$ cat src/rtl/tri_bank_ctrl.sv
// tri_bank_ctrl: responder for one triple-buffer bank. It accepts a level-sampled,
// active-low request and runs one SETUP / ACCESS x WAIT_CYCLES / HOLD strobe
// sequence on an asynchronous SRAM. All outputs come straight from flops.
// Optional feature macro: TRI_BANK_BACK2BACK_EN. When defined, ready is high in
// HOLD and a request seen in HOLD is accepted directly, skipping the IDLE cycle.
module tri_bank_ctrl #(
   parameter int addr_bus_size = 16,
   parameter int data_bus_size = 16,
   parameter int WAIT_CYCLES   = 2    // ACCESS length, 1..15
) (
   input  logic                     clk,
   input  logic                     rst,
   input  logic [addr_bus_size-1:0] addr,
   input  logic [data_bus_size-1:0] data_in,
   input  logic                     start,
   input  logic                     rw,
   output logic                     ready,
   output logic [data_bus_size-1:0] data_out,
   output logic [addr_bus_size-1:0] sram_addr,
   output logic [data_bus_size-1:0] sram_dq_o,
   input  logic [data_bus_size-1:0] sram_dq_i,
   output logic                     sram_dq_oe,
   output logic                     sram_ce_n,
   output logic                     sram_oe_n,
   output logic                     sram_we_n
);

   typedef enum logic [1:0] {IDLE, SETUP, ACCESS, HOLD} state_t;

   // wait_cnt is 4 bits because WAIT_CYCLES never exceeds 15
   localparam logic [3:0] LAST_CNT = 4'(WAIT_CYCLES - 1);

   state_t     state, state_nxt;
   logic [3:0] wait_cnt, cnt_nxt;
   logic       rw_q;
   logic       accept;
   logic       capture;
   logic       rw_nxt;
   logic       ready_nxt, ce_n_nxt, oe_n_nxt, we_n_nxt, dq_oe_nxt;

   // Next-state logic; strobe values are derived from the state being entered
   // so that every SRAM pin is driven by a flop.
   always_comb begin
      state_nxt = state;
      cnt_nxt   = wait_cnt;
      accept    = 1'b0;
      unique case (state)
         IDLE: begin
            if (!start) begin
               accept    = 1'b1;
               state_nxt = SETUP;
            end
         end
         SETUP: begin
            state_nxt = ACCESS;
            cnt_nxt   = 4'd0;
         end
         ACCESS: begin
            if (wait_cnt == LAST_CNT) state_nxt = HOLD;
            else                      cnt_nxt   = wait_cnt + 4'd1;
         end
         HOLD: begin
`ifdef TRI_BANK_BACK2BACK_EN
            if (!start) begin
               accept    = 1'b1;
               state_nxt = SETUP;
            end else begin
               state_nxt = IDLE;
            end
`else
            state_nxt = IDLE;
`endif
         end
         default: state_nxt = IDLE;
      endcase

      // direction of the access that will be running next cycle
      rw_nxt    = accept ? rw : rw_q;
      ce_n_nxt  = (state_nxt == IDLE);
      oe_n_nxt  = !(rw_nxt && (state_nxt == SETUP || state_nxt == ACCESS));
      we_n_nxt  = !(!rw_nxt && state_nxt == ACCESS);
      dq_oe_nxt = !rw_nxt && (state_nxt != IDLE);
`ifdef TRI_BANK_BACK2BACK_EN
      ready_nxt = (state_nxt == IDLE) || (state_nxt == HOLD);
`else
      ready_nxt = (state_nxt == IDLE);
`endif
      // read data is sampled at the edge that leaves the last ACCESS cycle
      capture   = (state == ACCESS) && (wait_cnt == LAST_CNT) && rw_q;
   end

   // State, request latches and registered outputs; reset drops any access.
   always_ff @(posedge clk) begin
      if (rst) begin
         state      <= IDLE;
         wait_cnt   <= 4'd0;
         rw_q       <= 1'b0;
         ready      <= 1'b1;
         data_out   <= '0;
         sram_addr  <= '0;
         sram_dq_o  <= '0;
         sram_dq_oe <= 1'b0;
         sram_ce_n  <= 1'b1;
         sram_oe_n  <= 1'b1;
         sram_we_n  <= 1'b1;
      end else begin
         state      <= state_nxt;
         wait_cnt   <= cnt_nxt;
         ready      <= ready_nxt;
         sram_dq_oe <= dq_oe_nxt;
         sram_ce_n  <= ce_n_nxt;
         sram_oe_n  <= oe_n_nxt;
         sram_we_n  <= we_n_nxt;
         if (accept) begin
            rw_q      <= rw;
            sram_addr <= addr;
            sram_dq_o <= data_in;
         end
         if (capture) data_out <= sram_dq_i;
      end
   end

endmodule

$ cat config.mk
export PLATFORM = sky130hd
export DESIGN_NAME = tri_bank_ctrl
export DESIGN_NICKNAME = d
export VERILOG_FILES = /design/src/rtl/tri_bank_ctrl.sv
export SDC_FILE = /design/constraint.sdc
export NUM_CORES = 1
export LEC_CHECK = 0
export CAP_MARGIN = 20
export CORE_ASPECT_RATIO = 0.7
export CORE_UTILIZATION = 35
export CTS_CLUSTER_DIAMETER = 30
export DETAILED_ROUTE_END_ITERATION = 10
export DONT_BUFFER_PORTS = 1
export PLACE_DENSITY = 0.56
export SLEW_MARGIN = 15
export SYNTH_ARGS = -nofsm -noshare
export SYNTH_HDL_FRONTEND = slang
export SYNTH_SLANG_ARGS = --single-unit
$ cat constraint.sdc
create_clock -name clk -period 2.6 [get_ports clk]
set_input_delay 0.13 -clock clk [delete_from_list [all_inputs] [get_ports clk]]
set_output_delay 0.13 -clock clk [all_outputs]
set_load 0.03 [all_outputs]
==> results.yml, run 1 <==
logic_synthesis:
  yosys.area_share.xor_xnor_pct: 0
  ys_warn_count: 0
  async_flop_share_pct: 0
  netlist_instances: 267
  syn_area_mm2: 0.00238
  synth_simple_gate_area_share_pct: 24.0
  synth_compound_area_share_pct: 9.37
  yosys_most_used_dff: "dfxtp_1"
  yosys.area_share.adder_pct: 4.21
  ys_seq_area_share_pct: 49.7
  avgSynthCellArea_um2: 8.90
  muxShareOfSynthArea_pct: 7.16
  synth_top_family_by_area: "simple AND/OR/NAND/NOR gates"
  ys_seq_elements: 59
  synth_nets: 327
  synth_edf_count: 0
  synthDistinctLibCells: 28
final_layout:
  n_antenna_cell: 0
  fin_util_pct: 49.2
  synthToLayoutAreaGrowth_pct: 32.4
  final_nets: 370
  drive_above_1_share_pct: 7.62
min_path:
  holdPathStages: 3
  holdCritStartpoint: "rst"
  whs_endpoint: "wait_cnt[1]"
  min_path_type: "in2reg"
timing:
  relSlewSlack_pct: 59.4
  fmax_mhz: 471
  layout_setup_ws_ns: 0.475
  finalCriticalPeriod_ns: 2.13
  tightest_slew_ns: 0.602
  slew_violations: 0
  fin_crit_sh_pct: 81.7
  hold_viol_final: 0
  tns_ns: 0
  setup_viol: 0
  rsz0062_at_grt: "false"
  fin_skew_ns: 0.0110
global_route:
  track_usage_pct: 15.6
  grt_max_degree: 75
  grt_overflow_total: 0
  grt_pass1_wl_um: 8460
  antenna_found_initial: 0
  grt_pass1_vias: 1823
floorplanning:
  start_util_pct: 37.1
  die_x_um: 100
  core_mm2: 0.00640
  die_h_um: 70.9
  die_area_mm2: 0.00713
  placementRows: 24
  io_pins: 105
setup_path:
  crit_slowest_cell: "o311ai_0"
  crit_fanout: 4
  crit_type: "reg2reg"
  crit_required_ns: 2.81
  cp-end-kind: "flip-flop"
  start_kind: "flip-flop"
  critPathMaxStageDelay_ns: 0.53
  r2r_end: "sram_oe_n"
  crit_top_cell: "ha_1"
  cp.arrival_ns: 2.33
  path_cells: "inv_1 -> ha_1 -> nor3b_2 -> o311ai_0 -> ha_1 -> or3_1"
  rr_startpoint: "wait_cnt[1]"
  reg2regPathDepth: 6
  ff2ff_setup_slack_ns: 0.47
route:
  drt_iter0_drc: 70
  antenna_left: 0
  dr.pass1.iters: 4
  wl_per_cell_um: 12.7
  drc: 0
  vias_per_cell: 4.57
  via_count: 1856
  routed_wl_um: 5140
pwr:
  leakagePower_nw: 1.18
  clockPowerShare_pct: 33.2
  p_seq_share_pct: 45.5
  p_sw_w: 0.00105
  p_int_w: 0.00198
  power.density_mw_per_mm2: 964
  swShare_pct: 34.6
  power.share.combinational_pct: 21.3
  vdd_drop_max_mv: 0.370
place:
  place_hpwl_um: 3110
  gp_routability_congestion: 0.766
  place_ws_ns: 0.467
  port_buffers: 0
clock_network:
  htree_levels: 3
  clkLatencyLatePin_ns: 0.34
  cts_max_path_buffers: 2
  clock-sinks: 59
  cts_tree: "done"
  numCtsBuffers: 9
  clk_pin_slew_ns: 0.06
  cts_root_buf: "clkbuf_8"
run:
  cap_violations: 0
run_status:
  status: "completed"
## critical path: cells and delay by family (launching register included)
kind	cells	cell delay, ns
compound gates	1	0.53
simple gates	2	0.52
fa+ha+maj	2	0.51
flops	1	0.37
buf+inv	1	0.07
## per-stage QoR
step | std cells | area [um2] | power (W) | hold WS (ns)
floorplan | 267 | 2380 | 0.00187 | 0.266
global placement | 341 | 2400 | 0.00196 | 0.204
detailed placement | 341 | 2400 | 0.00198 | 0.209
CTS | 406 | 3150 | 0.00309 | 0.00126
global route | 406 | 3150 | 0.00323 | 0.0190
finish | 406 | 3150 | 0.00303 | 0.0246
## worst max-delay path by stage
stage | end | slack (ns) | from | cells after the start
detailed placement | sram_oe_n | 0.47 | wait_cnt[1] | 6
CTS | sram_oe_n | 0.46 | wait_cnt[1] | 6
global placement | sram_oe_n | 0.50 | wait_cnt[1] | 6
finish | sram_oe_n | 0.47 | wait_cnt[1] | 6
global route | sram_oe_n | 0.25 | wait_cnt[1] | 6
floorplan | sram_oe_n | 0.62 | wait_cnt[1] | 6
## logic make-up after synthesis
group | count (synthesis)
flip-flops | 59
AO/OA/AOI/OAI | 42
multiplexers | 17
adder cells (fa/ha/maj) | 8
buffers and inverters | 24
AND/OR/NAND/NOR | 117
## area by class of cell
class	count	area, um2
fill	621	3250
sequential	59	1180
multi-input combinational	184	1060
timing repair buffer	52	531
clock buffer	11	141
tap	91	114
clock inverter	5	100
inverter	4	15.0
## flip-flops by register name, indices dropped and copies added, names as in the netlist, 2 cells and up
register,count
state,2
sram_dq_o,16
data_out,16
sram_addr,16
wait_cnt,4
## metal layers
layer / GRT usage [%] / part of all wire, % / vias to the layer above
li1: - / - / 953
met1: 17.6 / 44 / 842
met2: 25.1 / 47 / 52
met3: 6.23 / 6.0 / 9
met4: 9.02 / 2.4 / 0
met5: 0 / 0 / -
## power by group through the flow
stage          Combinational, W  Clock [W]  Sequential, W
2_1_floorplan          0.000515          0        0.00136
3_3_place_gp           0.000562          0        0.00140
3_5_place_dp           0.000574          0        0.00140
4_1_cts                0.000656    0.00105        0.00138
5_1_grt                0.000748    0.00108        0.00140
6_report               0.000648    0.00101        0.00138
## timing repair
item                                    in CTS  in global routing
buffers inserted                             0                  0
endpoints found under the setup margin       0                  0
resized for setup                            0                  0
endpoints found under the hold margin       59                  0
hold buffers                                49                  0
## cells in the mapped netlist (all sizes together), types with 2 or more instances
cell / number / area, um2
mux2i: 17 / 170
nor2: 5 / 18.8
ha: 8 / 100
nand3b: 2 / 15.0
nand2: 64 / 240
buf: 15 / 98.9
nand2b: 33 / 206
nor2b: 3 / 18.8
or2: 2 / 12.5
clkbuf: 5 / 18.8
o21ai: 2 / 10.0
dfxtp: 59 / 1180
inv: 4 / 15.0
a21oi: 36 / 180
nand3: 2 / 10.0
## cell usage in the layout, fill, tap and decap left out, types with 2 or more instances in the layout
master	count
ha_1	8
a21oi_1	36
o21ai_0	2
buf_4	3
bufinv_16	3
mux2i_1	17
nor2b_1	2
nand3_1	2
nand2_1	64
dfxtp_1	59
clkinv_2	2
clkbuf_8	10
nand2b_1	33
nor2_1	5
dlygate4sd3_1	48
or2_2	2
inv_1	4
nand3b_1	2
Note: power is estimated with default switching activity, not from simulation.
==> run 2, diff against run 1 <==
--- a/config.mk
+++ b/config.mk
@@ -11,7 +11,7 @@
 export CTS_CLUSTER_DIAMETER = 30
 export DETAILED_ROUTE_END_ITERATION = 10
 export DONT_BUFFER_PORTS = 1
-export PLACE_DENSITY = 0.56
+export PLACE_DENSITY = 0.58
 export SLEW_MARGIN = 15
 export SYNTH_ARGS = -nofsm -noshare
 export SYNTH_HDL_FRONTEND = slang
==> constraint.sdc (replaced) <==
create_clock -name clk -period 1.8 [get_ports clk]
set_input_delay 0.09 -clock clk [delete_from_list [all_inputs] [get_ports clk]]
set_output_delay 0.09 -clock clk [all_outputs]
set_load 0.03 [all_outputs]
==> results.yml, run 2 (synthesis gave the netlist of run 1 again) <==
final_layout:
  layout_common_cells: "nand2_1, dfxtp_1, dlygate4sd3_1"
  n_antenna_cell: 0
  top_regs: "data_out: 16 flops, sram_addr: 16 flops, sram_dq_o: 16 flops"
  drive_above_1_share_pct: 10.3
  final_common_cell: "nand2_1"
  synthToLayoutAreaGrowth_pct: 33.8
  fill_cells: 616
  final_nets: 375
clock_network:
  htree_levels: 3
  cts_root_buf: "clkbuf_8"
  numCtsBuffers: 9
  cts_max_path_buffers: 2
  clk_pin_slew_ns: 0.06
  clkLatencyLatePin_ns: 0.33
  post_cts_buffers: 0
  clock-sinks: 59
  cts_tree: "done"
floorplanning:
  placementRows: 24
  die_h_um: 70.9
  start_util_pct: 37.1
  io_pins: 105
  core_mm2: 0.00640
  die_area_mm2: 0.00713
  die_x_um: 100
place:
  port_buffers: 0
  place_hpwl_um: 3270
  place_ws_ns: 0.0304
  gp_routability_congestion: 0.722
setup_path:
  crit_type: "reg2reg"
  crit_fanout: 3
  cp.arrival_ns: 1.96
  ff2ff_setup_slack_ns: 0.04
  r2r_end: "sram_oe_n"
  reg2regPathDepth: 6
  rr_startpoint: "wait_cnt[1]"
  start_kind: "flip-flop"
  crit_required_ns: 2.00
  cp-end-kind: "flip-flop"
min_path:
  min_path_type: "in2reg"
  whs_endpoint: "state[0]"
  holdCritStartpoint: "start"
  holdPathStages: 3
timing:
  fin_skew_ns: 0.00688
  fin_hold_ws_ns: 0.0703
  layout_setup_ws_ns: 0.0429
  relSlewSlack_pct: 59.9
  rsz0062_at_grt: "true"
  setup_viol: 0
  slew_violations: 0
  hold_viol_final: 0
  fmax_mhz: 569
  finalCriticalPeriod_ns: 1.76
  fin_crit_sh_pct: 97.6
  tightest_slew_ns: 0.601
global_route:
  grt_max_degree: 76
  antenna_found_initial: 0
  grt_pass1_wl_um: 8400
  grt_pass1_vias: 1782
  grt_overflow_total: 0
  track_usage_pct: 15.5
route:
  dr.pass1.iters: 4
  routed_wl_um: 5290
  via_count: 1878
  antenna_left: 0
  vias_per_cell: 4.58
  drc: 0
  wl_per_cell_um: 12.9
  drt_iter0_drc: 68
run:
  cap_violations: 0
pwr:
  finalPower_w: 0.00418
  power.density_mw_per_mm2: 1320
  vdd_drop_max_mv: 0.523
  leakagePower_nw: 1.19
run_status:
  status: "completed"
==> run 2: cell types whose count changed in the layout (fill, tap and decap cells not counted), sizes merged <==
cell	before	now
buf	4	8
dlygate4sd3	48	49
clkbuf	11	13
bufinv	3	0
==> run 2: power breakdown <==
group	leakage, nW	internal, W	switching (W)
registers	0.482	0.00152	0.000476
clock network	0.0953	0.000601	0.000480
logic	0.608	0.000501	0.000608
==> run 2: worst max path at each step <==
| stage | from | to | slack [ns] | cells after the start |
|---|---|---|---|---|
| after floorplan | state[0] | sram_oe_n | 0.007 | 7 |
| after detailed placement | wait_cnt[1] | sram_oe_n | 0.03 | 6 |
| after global placement | wait_cnt[1] | sram_oe_n | 0.08 | 6 |
| final | wait_cnt[1] | sram_oe_n | 0.04 | 6 |
| after CTS | wait_cnt[1] | sram_oe_n | 0.005 | 6 |
| after global routing | wait_cnt[1] | sram_oe_n | -0.05 | 6 |
==> run 2: worst max-delay path: stages, from the launching register on <==
cell and delay, ns:
dfxtp_2 0.33, inv_2 0.05, ha_4 0.15, nor3b_4 0.16, o311ai_4 0.33, ha_1 0.28, or3_1 0.34
==> run 2: cell type report <==
| type | count | area (um2) | area share (%) |
|---|---|---|---|
| multi-input combinational | 184 | 1100 | 34.7 |
| sequential | 59 | 1180 | 37.2 |
| clock inverter | 2 | 10.0 | 0.315 |
| tap | 91 | 114 | 3.58 |
| inverter | 4 | 15.0 | 0.472 |
| clock buffer | 13 | 169 | 5.31 |
| timing repair buffer | 57 | 583 | 18.3 |
==> run 2: per-layer routing <==
layer / up-vias / track usage, % / part of all wire [%]
met4: 0 / 4.83 / 0.96
met1: 857 / 17.4 / 44
met5: - / 0 / 0
met3: 7 / 7.31 / 6.2
li1: 960 / - / -
met2: 54 / 26.1 / 49
==> run 2: repair_timing <==
| item | in CTS | in global routing |
|---|---|---|
| gates resized for setup | 0 | 5 |
| hold endpoints to repair | 59 | 0 |
| setup endpoints to repair | 0 | 1 |
| hold buffers | 50 | 0 |
==> run 2: stage by stage <==
stage / utilization [%] / cell area, um2 / instances / TNS, ns
final: 49.7 / 3180 / 410 / 0
after global routing: 49.7 / 3180 / 410 / -0.0472
after CTS: 49.4 / 3160 / 410 / 0
after detailed placement: 38.5 / 2460 / 345 / 0
after global placement: 38.5 / 2460 / 345 / 0
after floorplan: - / 2400 / 267 / 0
